### src/rtl/demux2_pkg.sv
// Shared defaults and types for the two-way stream demultiplexer.
// Optional per-channel delivery counters are enabled with DEMUX2_STATS_EN.
package demux2_pkg;

  localparam int unsigned DEFAULT_WIDTH = 4;
  localparam int unsigned DEFAULT_DEPTH = 2;

  typedef logic [DEFAULT_WIDTH-1:0] data_t;
  typedef logic [7:0]               cnt_t;

  // Occupancy counter width able to hold 0..depth inclusive.
  function automatic int unsigned cnt_width(input int unsigned depth);
    return $clog2(depth + 1);
  endfunction

endpackage

### src/rtl/sync_fifo.sv
// Single-clock FIFO with a DEPTH+1-state occupancy count; head word reads as 0 when empty.
// Reset is synchronous, active-low.
module sync_fifo
  import demux2_pkg::*;
#(
  parameter int unsigned WIDTH = DEFAULT_WIDTH,
  parameter int unsigned DEPTH = DEFAULT_DEPTH
) (
  input  logic             clk,
  input  logic             rst,
  input  logic             push_i,
  input  logic             pop_i,
  input  logic [WIDTH-1:0] data_i,
  output logic [WIDTH-1:0] data_o,
  output logic             full_o,
  output logic             empty_o
);

  localparam int unsigned PtrW = $clog2(DEPTH);
  localparam int unsigned CntW = cnt_width(DEPTH);

  logic [WIDTH-1:0] mem_q [DEPTH];
  logic [PtrW-1:0]  wr_ptr_q, wr_ptr_d;
  logic [PtrW-1:0]  rd_ptr_q, rd_ptr_d;
  logic [CntW-1:0]  count_q, count_d;
  logic             wr_en, rd_en;

  assign full_o  = (count_q == CntW'(DEPTH));
  assign empty_o = (count_q == '0);
  assign wr_en   = push_i & ~full_o;
  assign rd_en   = pop_i & ~empty_o;
  assign data_o  = empty_o ? '0 : mem_q[rd_ptr_q];

  // Pointers wrap naturally because DEPTH is a power of two.
  always_comb begin
    wr_ptr_d = wr_ptr_q;
    rd_ptr_d = rd_ptr_q;
    count_d  = count_q;
    if (wr_en) wr_ptr_d = wr_ptr_q + PtrW'(1);
    if (rd_en) rd_ptr_d = rd_ptr_q + PtrW'(1);
    case ({wr_en, rd_en})
      2'b10:   count_d = count_q + CntW'(1);
      2'b01:   count_d = count_q - CntW'(1);
      default: count_d = count_q;
    endcase
  end

  always_ff @(posedge clk) begin
    if (!rst) begin
      wr_ptr_q <= '0;
      rd_ptr_q <= '0;
      count_q  <= '0;
    end else begin
      wr_ptr_q <= wr_ptr_d;
      rd_ptr_q <= rd_ptr_d;
      count_q  <= count_d;
    end
  end

  // Storage needs no reset: the head is masked to 0 while empty.
  always_ff @(posedge clk) begin
    if (wr_en) mem_q[wr_ptr_q] <= data_i;
  end

endmodule

### src/rtl/demux2_stream.sv
// Routes a valid/ready stream to one of two independently buffered outputs.
// Define DEMUX2_STATS_EN to add per-channel 8-bit delivered-word counters cnt0_o/cnt1_o.
module demux2_stream
  import demux2_pkg::*;
#(
  parameter int unsigned WIDTH = DEFAULT_WIDTH,
  parameter int unsigned DEPTH = DEFAULT_DEPTH
) (
  input  logic             clk,
  input  logic             rst,
  input  logic             in_valid_i,
  output logic             in_ready_o,
  input  logic [WIDTH-1:0] in_data_i,
  input  logic             in_sel_i,
  output logic             out0_valid_o,
  input  logic             out0_ready_i,
  output logic [WIDTH-1:0] out0_data_o,
  output logic             out1_valid_o,
  input  logic             out1_ready_i,
`ifdef DEMUX2_STATS_EN
  output cnt_t             cnt0_o,
  output cnt_t             cnt1_o,
`endif
  output logic [WIDTH-1:0] out1_data_o
);

  logic full0, full1, empty0, empty1;
  logic push0, push1, pop0, pop1;
  logic accept;

  // Ready depends only on the selected buffer, never on a same-cycle pop.
  assign in_ready_o = rst & ~(in_sel_i ? full1 : full0);
  assign accept     = in_valid_i & in_ready_o;
  assign push0      = accept & ~in_sel_i;
  assign push1      = accept & in_sel_i;

  assign out0_valid_o = ~empty0;
  assign out1_valid_o = ~empty1;
  assign pop0         = out0_valid_o & out0_ready_i;
  assign pop1         = out1_valid_o & out1_ready_i;

  sync_fifo #(
    .WIDTH(WIDTH),
    .DEPTH(DEPTH)
  ) u_fifo0 (
    .clk    (clk),
    .rst    (rst),
    .push_i (push0),
    .pop_i  (pop0),
    .data_i (in_data_i),
    .data_o (out0_data_o),
    .full_o (full0),
    .empty_o(empty0)
  );

  sync_fifo #(
    .WIDTH(WIDTH),
    .DEPTH(DEPTH)
  ) u_fifo1 (
    .clk    (clk),
    .rst    (rst),
    .push_i (push1),
    .pop_i  (pop1),
    .data_i (in_data_i),
    .data_o (out1_data_o),
    .full_o (full1),
    .empty_o(empty1)
  );

`ifdef DEMUX2_STATS_EN
  cnt_t cnt0_q, cnt0_d, cnt1_q, cnt1_d;

  always_comb begin
    cnt0_d = cnt0_q;
    cnt1_d = cnt1_q;
    if (pop0) cnt0_d = cnt0_q + cnt_t'(1);
    if (pop1) cnt1_d = cnt1_q + cnt_t'(1);
  end

  always_ff @(posedge clk) begin
    if (!rst) begin
      cnt0_q <= '0;
      cnt1_q <= '0;
    end else begin
      cnt0_q <= cnt0_d;
      cnt1_q <= cnt1_d;
    end
  end

  assign cnt0_o = cnt0_q;
  assign cnt1_o = cnt1_q;
`endif

endmodule

### config.mk
export PLATFORM = sky130hd
export DESIGN_NAME = demux2_stream
export DESIGN_NICKNAME = d
export VERILOG_FILES = /design/src/rtl/demux2_pkg.sv /design/src/rtl/sync_fifo.sv /design/src/rtl/demux2_stream.sv
export SDC_FILE = /design/constraint.sdc
export NUM_CORES = 1
export LEC_CHECK = 0
export ABC_AREA = 0
export CAP_MARGIN = 20
export CORE_UTILIZATION = 50
export CTS_BUF_LIST = sky130_fd_sc_hd__clkbuf_8
export CTS_CLUSTER_SIZE = 16
export DETAILED_ROUTE_END_ITERATION = 7
export GPL_TIMING_DRIVEN = 1
export HOLD_SLACK_MARGIN = 0.1
export PLACE_DENSITY = 0.8
export RECOVER_POWER = 100
export SYNTH_ARGS = -nofsm -noshare
export SYNTH_HDL_FRONTEND = slang
export SYNTH_SLANG_ARGS = --single-unit
### constraint.sdc
create_clock -name clk -period 1.7 [get_ports clk]
set_input_delay 0.34 -clock clk [delete_from_list [all_inputs] [get_ports clk]]
set_output_delay 0.34 -clock clk [all_outputs]
set_load 0.03 [all_outputs]
==> reports/summary.txt, run 1 <==
Drt via density -> 4.766
Commonest non-fill, non-tap cell in the layout -> edfxtp_1
Period utilisation layout -> 95.31%
Crit path DAT -> 1.28 ns
Routed wire length -> 1982 um
Cells after Synth -> 91
Io pins -> 21
Worst hold slack -> 0.5028 ns
Critical Path RT -> 1.36 ns
Antenna violations before repair -> 0
Layout cell share with drive strength beyond 1 -> 19.08%
Maximum vdd drop -> 834.8 uV
Diodes inserted -> 0
Slew Viols, Final -> 0
Hold Buf Count CTS -> 0
Fraction of registers with async set/reset -> 0%
Longest Clk Path Bufs -> 2
Drt first-iter violations -> 14
CP max stage delay -> 0.39 ns
Sequential share of the synthesized area -> 62.53%
Clock latency on the worst-skew pair -> 0.26 ns
CTS clock-pin slew for the worst setup and hold paths -> 0.08 ns
Sequential standard cell area -> 684.4 um2
Post-synth EDFFs -> 16
# DRC -> 0
Post-synthesis xor/xnor area fraction -> 4.828%
Chip width -> 48.66 um
CP max FO -> 5
Final net count -> 144
Non-filler instance count after layout -> 158
Predominant post-synthesis flop cell -> edfxtp_1
Buf/Inv on CP -> 2
Most frequent cells in the layout -> 16 x edfxtp_1, 14 x nor2_1, 11 x buf_4
Synth Area per Inst -> 11.96 um2
Synth cell types -> 20
CP max stage cell -> dlygate4sd2_1
GRT overflow -> 0
Num Clock Sinks -> 26
Post-DRT Antenna Nets -> 0
Clock Skew -> 0.003044 ns
Setup slack after layout -> 0.07978 ns
Cell Rows -> 16
Final Hold Viols -> 0
Maximum number of pins on one net before global-route repair -> 15
DP Worst Slack -> -0.1979 ns
CTS tree -> yes
Power Dens Cells -> 1109 nW/um2
Worst-Margin Slew -> 0.3641 ns
Vias in the first global route -> 755
Gp weighted congestion -> 0.7356
Die Area -> 2368 um2
Hold/Removal Path Class -> reg2reg
DR WL/cell -> 12.54 um
Post-synthesis compound-gate area fraction -> 4.368%
Vias -> 753
Post-Synth Simple-Gate Area -> 14.60%
Total CTS buffers -> 3
Largest family of logic cells by synthesized area -> simple AND/OR/NAND/NOR gates
Syn Std Cell Area -> 1089 um2
Cells along the critical path -> nor2_1 > buf_4 > nor2_1 > dlygate4sd2_1
Yosys warns -> 0
First-pass GRT wire length -> 3160 um
Synth Register Bits -> 26
DR pass1 iterations -> 3
# fillers -> 149
Slew margin rel. -> 75.83%
Delay-heaviest family, CP -> buffers and inverters
CTS root buf -> clkbuf_8
Net Count, Synth -> 103
Most used cell along the critical path -> nor2_1
Fin crit period -> 1.620 ns
Die height -> 48.66 um
H-tree depth -> 1
GRT Total Usage -> 17.72%
Placed instance count -> 153
Max Freq -> 0.6172 GHz
Initial Util -> 54.38%
Post-DP HPWL -> 1386 um
Mux share of post-synthesis cell area -> 8.276%
Status -> finished, final reports clean
Area of the multi-input gates -> 392.9 um2
Synth Area in Adders -> 2.299%
Final setup fails -> 0
Port Buf Inserts -> 20
Core area -> 2002 um2
Critical path capture point type -> primary output
Leakage -> 0.6045 nW
Worst setup path category -> reg2out
Critical path launch point type -> flop
Area Overhead vs Synth -> 36.55%
Max-cap violations -> 0
## cells by family after synthesis
group           after synthesis
xor+xnor                      6
flops                        26
mux                           9
compound gates                8
simple gates                 31
buf+inv                       9
fa+ha+maj                     2
## Yosys cell counts (all sizes together) (3+ instances only)
master	count	share of area, %
edfxtp	16	44
nor2	14	4.8
dfxtp	10	18
mux2i	9	8.3
and2	6	3.4
inv	6	2.1
xnor2	6	4.8
o21ai	4	1.8
clkbuf	3	1.0
## where the power goes
| part | switching [mW] | internal [mW] | leakage, nW |
|---|---|---|---|
| Clock | 0.171 | 0.161 | 0.0231 |
| Sequential | 0.0380 | 0.723 | 0.228 |
| Combinational | 0.294 | 0.260 | 0.353 |
| Total | 0.503 | 1.14 | 0.605 |
## state kept, by name (all words and copies together), names as in the netlist, named ones only
name / count
u_fifo0.rd_ptr_q: 1
u_fifo1.count_q: 2
u_fifo0.wr_ptr_q: 1
u_fifo1.mem_q: 8
u_fifo0.mem_q: 8
u_fifo1.wr_ptr_q: 1
u_fifo1.rd_ptr_q: 1
u_fifo0.count_q: 2
## metal layers
layer / track usage [%] / share of wire [%]
met5: 0 / 0
met3: 3.145 / 2.7
met4: 8.824 / 1.2
met2: 30.79 / 53
met1: 20.96 / 43
## cell type report
| cell class | count | area share, % |
|---|---|---|
| clock buffers | 3 | 2.778 |
| repair buffers | 39 | 20.71 |
| clock inverters | 1 | 0.2525 |
| well taps | 27 | 2.273 |
| flip-flops and latches | 26 | 46.04 |
| inverters | 6 | 1.515 |
| multi-input cells | 56 | 26.43 |
## path summary, 6_finish.rpt
| kind | slack, ns | start | endpoint | depth (start not counted) |
|---|---|---|---|---|
| worst max-delay path | 0.08 | u_fifo0.count_q[0]$_SDFFE_PN0P_ | out0_data_o[1] | 4 |
| worst min-delay path | 0.50 | u_fifo1.wr_ptr_q$_SDFFE_PN0P_ | u_fifo1.wr_ptr_q$_SDFFE_PN0P_ | 2 |
| worst max register to register | 0.09 | u_fifo1.count_q[0]$_SDFFE_PN0P_ | u_fifo1.count_q[1]$_SDFFE_PN0P_ | 7 |
| worst min register to register | 0.50 | u_fifo1.wr_ptr_q$_SDFFE_PN0P_ | u_fifo1.wr_ptr_q$_SDFFE_PN0P_ | 2 |
## tightest hold or removal path, cell delays in order (launching register included)
cell and delay (ns):
dfxtp_1 0.34, nand2_1 0.06, o22ai_1 0.06
## metrics by stage
step / util (%) / TNS (ns) / total power, mW / area [um2]
3_3_place_gp: 72.13 / -0.4775 / 1.327 / 1444
5_1_grt: 74.25 / -0.02030 / 1.746 / 1486
2_1_floorplan: - / 0 / 1.089 / 1089
6_report: 74.25 / 0 / 1.648 / 1486
4_1_cts: 73.69 / 0 / 1.634 / 1475
3_5_place_dp: 72.13 / -0.6747 / 1.348 / 1444
## repair_timing
action / CTS / global route
endpoints found under the hold margin: 0 / 0
gates resized for setup: 11 / 21
endpoints found under the setup margin: 11 / 12
setup buffers: 0 / 1
pin swaps: 0 / 6
(Power assumes the default switching activity.)
==> run 2: changes to the inputs <==
--- a/config.mk
+++ b/config.mk
@@ -14,5 +14,5 @@
 export GPL_TIMING_DRIVEN = 1
 export HOLD_SLACK_MARGIN = 0.1
-export PLACE_DENSITY = 0.8
+export PLACE_DENSITY = 0.77
 export RECOVER_POWER = 100
 export SYNTH_ARGS = -nofsm -noshare
==> constraint.sdc (replaced) <==
create_clock -name clk -period 1.7 [get_ports clk]
set_input_delay 0.51 -clock clk [delete_from_list [all_inputs] [get_ports clk]]
set_output_delay 0.51 -clock clk [all_outputs]
set_load 0.03 [all_outputs]
==> reports/summary.txt, run 2 (same netlist as run 1, synthesis figures left out) <==
Cell Rows -> 16
CP max FO -> 5
Status -> complete, but fails checks
Post-DRT Antenna Nets -> 0
Max Freq -> 0.5787 GHz
Total CTS buffers -> 3
Violated checks -> negative setup slack
Hold Crit Depth -> 2
Critical Path RT -> 1.19 ns
Maximum number of pins on one net before global-route repair -> 15
Tot Pwr -> 1.755 mW
Vias in the first global route -> 748
CTS root buf -> clkbuf_8
First-pass GRT wire length -> 3111 um
CTS clock-pin slew for the worst setup and hold paths -> 0.08 ns
# fillers -> 130
Commonest non-fill, non-tap cell in the layout -> buf_4
Layout cell share with drive strength beyond 1 -> 35.34%
Max-cap violations -> 0
RSZ-0062 raised after global routing -> true
Area of the multi-input gates -> 404.1 um2
Hold path start -> u_fifo0.wr_ptr_q$_SDFFE_PN0P_
Most frequent cells in the layout -> 27 x buf_4, 16 x edfxtp_1, 12 x nor2_1
Routed wire length -> 1930 um
Sequential standard cell area -> 689.4 um2
Drt via density -> 4.875
Cells along the critical path -> clkdlybuf4s15_1 > mux2i_2 > nor2b_2 > buf_6
Critical R2R Launch -> u_fifo1.count_q[0]$_SDFFE_PN0P_
R2R Path End -> u_fifo1.count_q[1]$_SDFFE_PN0P_
DR pass1 iterations -> 4
Biggest regs -> u_fifo0.mem_q x8, u_fifo1.mem_q x8
Layout Utilization -> 77.06%
Clock Skew -> 0.002262 ns
GRT overflow -> 0
Final setup fails -> 1
Initial Util -> 54.38%
Antenna violations before repair -> 0
Critical path capture point type -> primary output
Area Overhead vs Synth -> 41.72%
Longest Clk Path Bufs -> 2
Worst setup path category -> in2out
Maximum vdd drop -> 909.3 uV
Fin crit period -> 1.728 ns
Leakage -> 0.6320 nW
Clock latency on the worst-skew pair -> 0.27 ns
Port Buf Inserts -> 20
Worst-Margin Slew -> 0.2971 ns
Buf/Inv on CP -> 2
# DRC -> 0
R2r setup slk -> 0.14 ns
Crit path DAT -> 1.22 ns
Hold/Removal Path Class -> reg2reg
CP max stage cell -> clkdlybuf4s15_1
Slew Viols, Final -> 0
Num Clock Sinks -> 26
Slew margin rel. -> 80.27%
Power Dens Cells -> 1137 nW/um2
Core area -> 2002 um2
Chip width -> 48.66 um
Delay-heaviest family, CP -> buffers and inverters
CP max stage delay -> 0.26 ns
Period utilisation layout -> 101.7%
Vias -> 780
Drt first-iter violations -> 8
Diodes inserted -> 0
CTS tree -> yes
H-tree depth -> 1
Final Hold Viols -> 0
GRT Total Usage -> 17.50%
Setup slack after layout -> -0.02810 ns
R2R depth -> 6
Final net count -> 146
Hold EP -> u_fifo0.wr_ptr_q$_SDFFE_PN0P_
DR WL/cell -> 12.06 um
Post-DP HPWL -> 1418 um
Io pins -> 21
Die Area -> 2368 um2
Critical path launch point type -> primary input
Die height -> 48.66 um
Gp weighted congestion -> 0.7470
[run 2: how the worst max path moves through the flow]
stage,depth (start not counted),end,startpoint
final,4,in_ready_o,in_sel_i
after global routing,5,in_ready_o,u_fifo1.count_q[0]$_SDFFE_PN0P_
after CTS,5,in_ready_o,u_fifo1.count_q[0]$_SDFFE_PN0P_
after detailed placement,5,u_fifo0.count_q[1]$_SDFFE_PN0P_,in_sel_i
after global placement,5,u_fifo0.count_q[1]$_SDFFE_PN0P_,in_sel_i
after floorplan,4,u_fifo0.count_q[1]$_SDFFE_PN0P_,in_sel_i
[run 2: layer usage]
metal / up-vias / global-route usage [%] / wire length (um)
li1: 398 / - / -
met1: 357 / 20.29 / 802
met2: 20 / 31.48 / 1024
met3: 5 / 2.201 / 67
met4: 0 / 8.824 / 35
met5: - / 0 / 0
[run 2: where the power goes]
part	internal [mW]	total, mW	switching [mW]
clock	0.207	0.389	0.182
combinational	0.304	0.594	0.290
sequential	0.727	0.772	0.0445
[run 2: stage by stage]
stage / std cells / area [um2] / TNS [ns] / worst slack (ns) / hold WS, ns
global placement: 152 / 1419 / -4.066 / -0.3564 / 0.4685
finish: 160 / 1543 / -0.02810 / -0.02810 / 0.4983
CTS: 157 / 1495 / -0.03372 / -0.03372 / 0.4989
floorplan: 91 / 1091 / 0 / 0.08887 / 0.4618
global route: 160 / 1543 / -0.1061 / -0.06264 / 0.5290
detailed placement: 152 / 1419 / -4.821 / -0.3998 / 0.4810
[run 2: worst register-to-register path: cells and delay by family, from the launching register on]
family,cells,cell delay (ns)
compound gates,1,0.13
fa+ha+maj,1,0.31
buf+inv,1,0.10
flops,1,0.36
simple gates,3,0.60
[run 2: what timing repair did]
item	in CTS	in global routing
setup endpoints to repair	7	11
hold buffers	0	0
setup buffers	1	3
hold endpoints to repair	0	0
resized for setup	10	15
pin swaps	0	1
[run 2: final cells by class]
class                      instances  share of cell area, %
clock buffer                       4                  3.569
inverter                           6                  1.460
multi-input combinational         56                  26.20
sequential                        26                  44.69
tap                               27                  2.190
timing repair buffer              41                  21.90
==> run 3: changes to the inputs <==
- CELL_PAD_IN_SITES_DETAIL_PLACEMENT: default -> 2
- CELL_PAD_IN_SITES_GLOBAL_PLACEMENT: default -> 2
- CORE_ASPECT_RATIO: default -> 2
- CORE_MARGIN: default -> 5
- CORE_UTILIZATION: 50 -> 34
- PLACE_DENSITY: 0.77 -> default
- PLACE_DENSITY_LB_ADDON: default -> 0.1
==> reports/summary.txt, run 3 (same netlist as run 1, synthesis figures left out) <==
Status -> complete, but fails checks
Violated checks -> negative setup slack
Area post-placement -> 1456 um2
R2R Path End -> u_fifo0.count_q[1]$_SDFFE_PN0P_
Slew margin rel. -> 75.35%
GRT overflow -> 0
Biggest regs -> u_fifo0.mem_q x8, u_fifo1.mem_q x8
Crit path depth -> 5
H-tree depth -> 1
R2r setup slk -> 0.04 ns
Slew Viols, Final -> 0
R2R depth -> 6
Critical path launch point type -> flop
Cells along the critical path -> buf_6 > nand2b_4 > mux2i_1 > nor2b_2 > buf_6
Maximum number of pins on one net before global-route repair -> 15
Cell Rows -> 29
Vias in the first global route -> 998
Buf/Inv on CP -> 2
DP Worst Slack -> -0.4429 ns
Initial Util -> 34.88%
Fin crit period -> 1.738 ns
GR Util met3 -> 3.146%
Num Clock Sinks -> 26
Most frequent cells in the layout -> 18 x buf_4, 16 x edfxtp_1, 10 x nor2_1
Hold Crit Depth -> 2
Post-DP HPWL -> 2127 um
Area Overhead vs Synth -> 47.59%
Delay-heaviest family, CP -> flip-flops
Period utilisation layout -> 102.2%
# fillers -> 325
Core area -> 3120 um2
Gp weighted congestion -> 0.6611
Final net count -> 151
Most Crowded Layer GR -> met2
Critical path capture point type -> primary output
CTS root buf -> clkbuf_8
GRT Total Usage -> 14.09%
Met1 global-route usage -> 13.85%
Drt via density -> 4.893
Die height -> 90.02 um
Critical R2R Launch -> u_fifo0.count_q[0]$_SDFFE_PN0P_
Critical Path RT -> 1.19 ns
Max Freq -> 0.5754 GHz
RSZ-0062 raised after global routing -> true
Port Buf Inserts -> 20
DR WL/cell -> 17.08 um
CP max stage cell -> dfxtp_2
Setup slack after layout -> -0.03788 ns
Maximum vdd drop -> 492.2 uV
Die Area -> 4502 um2
First-pass GRT wire length -> 4905 um
Worst-Margin Slew -> 0.3713 ns
Hold EP -> u_fifo0.wr_ptr_q$_SDFFE_PN0P_
Leakage -> 0.6556 nW
Hold/Removal Path Class -> reg2reg
M2 GR Usage -> 27.31%
CTS tree -> yes
DR pass1 iterations -> 2
Most used cell along the critical path -> buf_6
Routed wire length -> 2887 um
CP max stage delay -> 0.35 ns
Vias -> 827
Crit path DAT -> 1.23 ns
Longest Clk Path Bufs -> 2
Tot Pwr -> 1.777 mW
Power Dens Cells -> 1106 nW/um2
Hold path start -> u_fifo0.wr_ptr_q$_SDFFE_PN0P_
Worst setup path category -> reg2out
Clock latency on the worst-skew pair -> 0.26 ns
Io pins -> 21
Clock Skew -> 0.007122 ns
Layout Utilization -> 51.48%
Hold Buf Count CTS -> 0
# DRC -> 0
Total CTS buffers -> 3
Setup TNS -> -0.07195 ns
Design area -> 1607 um2
Chip width -> 50.01 um
Antenna violations before repair -> 0
Drt first-iter violations -> 10
Layout cell share with drive strength beyond 1 -> 38.41%
Final setup fails -> 2
Max-cap violations -> 0
Diodes inserted -> 0
CP max FO -> 3
Final Hold Viols -> 0
Commonest non-fill, non-tap cell in the layout -> buf_4
CTS clock-pin slew for the worst setup and hold paths -> 0.09 ns
Post-DRT Antenna Nets -> 0
run 3: cell types whose count changed in the layout (fill, tap and decap cells not counted), sizes merged:
cell,change
buf,-1
clkdlybuf4s50,-1
dlymetal6s2s,+1
clkbuf,+6
dlygate4sd2,-2
clkdlybuf4s15,+1
clkinv,+1
run 3: per-stage QoR:
step / std cells / hold WS, ns
floorplan: 91 / 0.4618
global placement: 159 / 0.4702
detailed placement: 159 / 0.4965
CTS: 169 / 0.5110
global route: 169 / 0.5666
finish: 169 / 0.5208
run 3: layout make-up:
type / count / area [um2] / share of cell area [%]
tap: 31 / 38.79 / 2.414
clock buffer: 3 / 41.29 / 2.570
multi-input combinational: 56 / 430.4 / 26.79
sequential: 26 / 688.2 / 42.83
clock inverter: 1 / 3.754 / 0.2336
timing repair buffer: 46 / 381.6 / 23.75
inverter: 6 / 22.52 / 1.402
run 3: worst max-delay path by stage:
stage / startpoint / endpoint / slack (ns)
after floorplan: in_sel_i / u_fifo0.count_q[1]$_SDFFE_PN0P_ / 0.09
after global placement: in_sel_i / u_fifo0.count_q[1]$_SDFFE_PN0P_ / -0.39
after detailed placement: in_sel_i / u_fifo0.count_q[1]$_SDFFE_PN0P_ / -0.44
after CTS: u_fifo0.count_q[0]$_SDFFE_PN0P_ / in_ready_o / -0.04
after global routing: u_fifo0.count_q[0]$_SDFFE_PN0P_ / in_ready_o / -0.12
final: u_fifo0.count_q[0]$_SDFFE_PN0P_ / in_ready_o / -0.04
run 3: what timing repair did:
action	in CTS	in global routing
setup endpoints to repair	14	11
setup buffers	7	1
resized for setup	52	18
pin swaps	3	4
run 3: worst min-delay path: cells and delay by family, from the launching register on:
kind               cells  cell delay (ns)
DFF                    1             0.35
and+or+nand+nor        1             0.07
AOI/OAI and AO/OA      1             0.06
run 3: where the power goes:
group / switching (mW) / total, mW / internal [mW]
clock network: 0.179 / 0.341 / 0.161
logic: 0.336 / 0.667 / 0.331
registers: 0.0439 / 0.769 / 0.725
total: 0.559 / 1.78 / 1.22
run 3: metal layers:
layer / vias to the layer above / share of wire (%)
met5: - / 0
met4: 0 / 0.97
met3: 2 / 2.9
met2: 14 / 60
met1: 403 / 36
li1: 408 / -
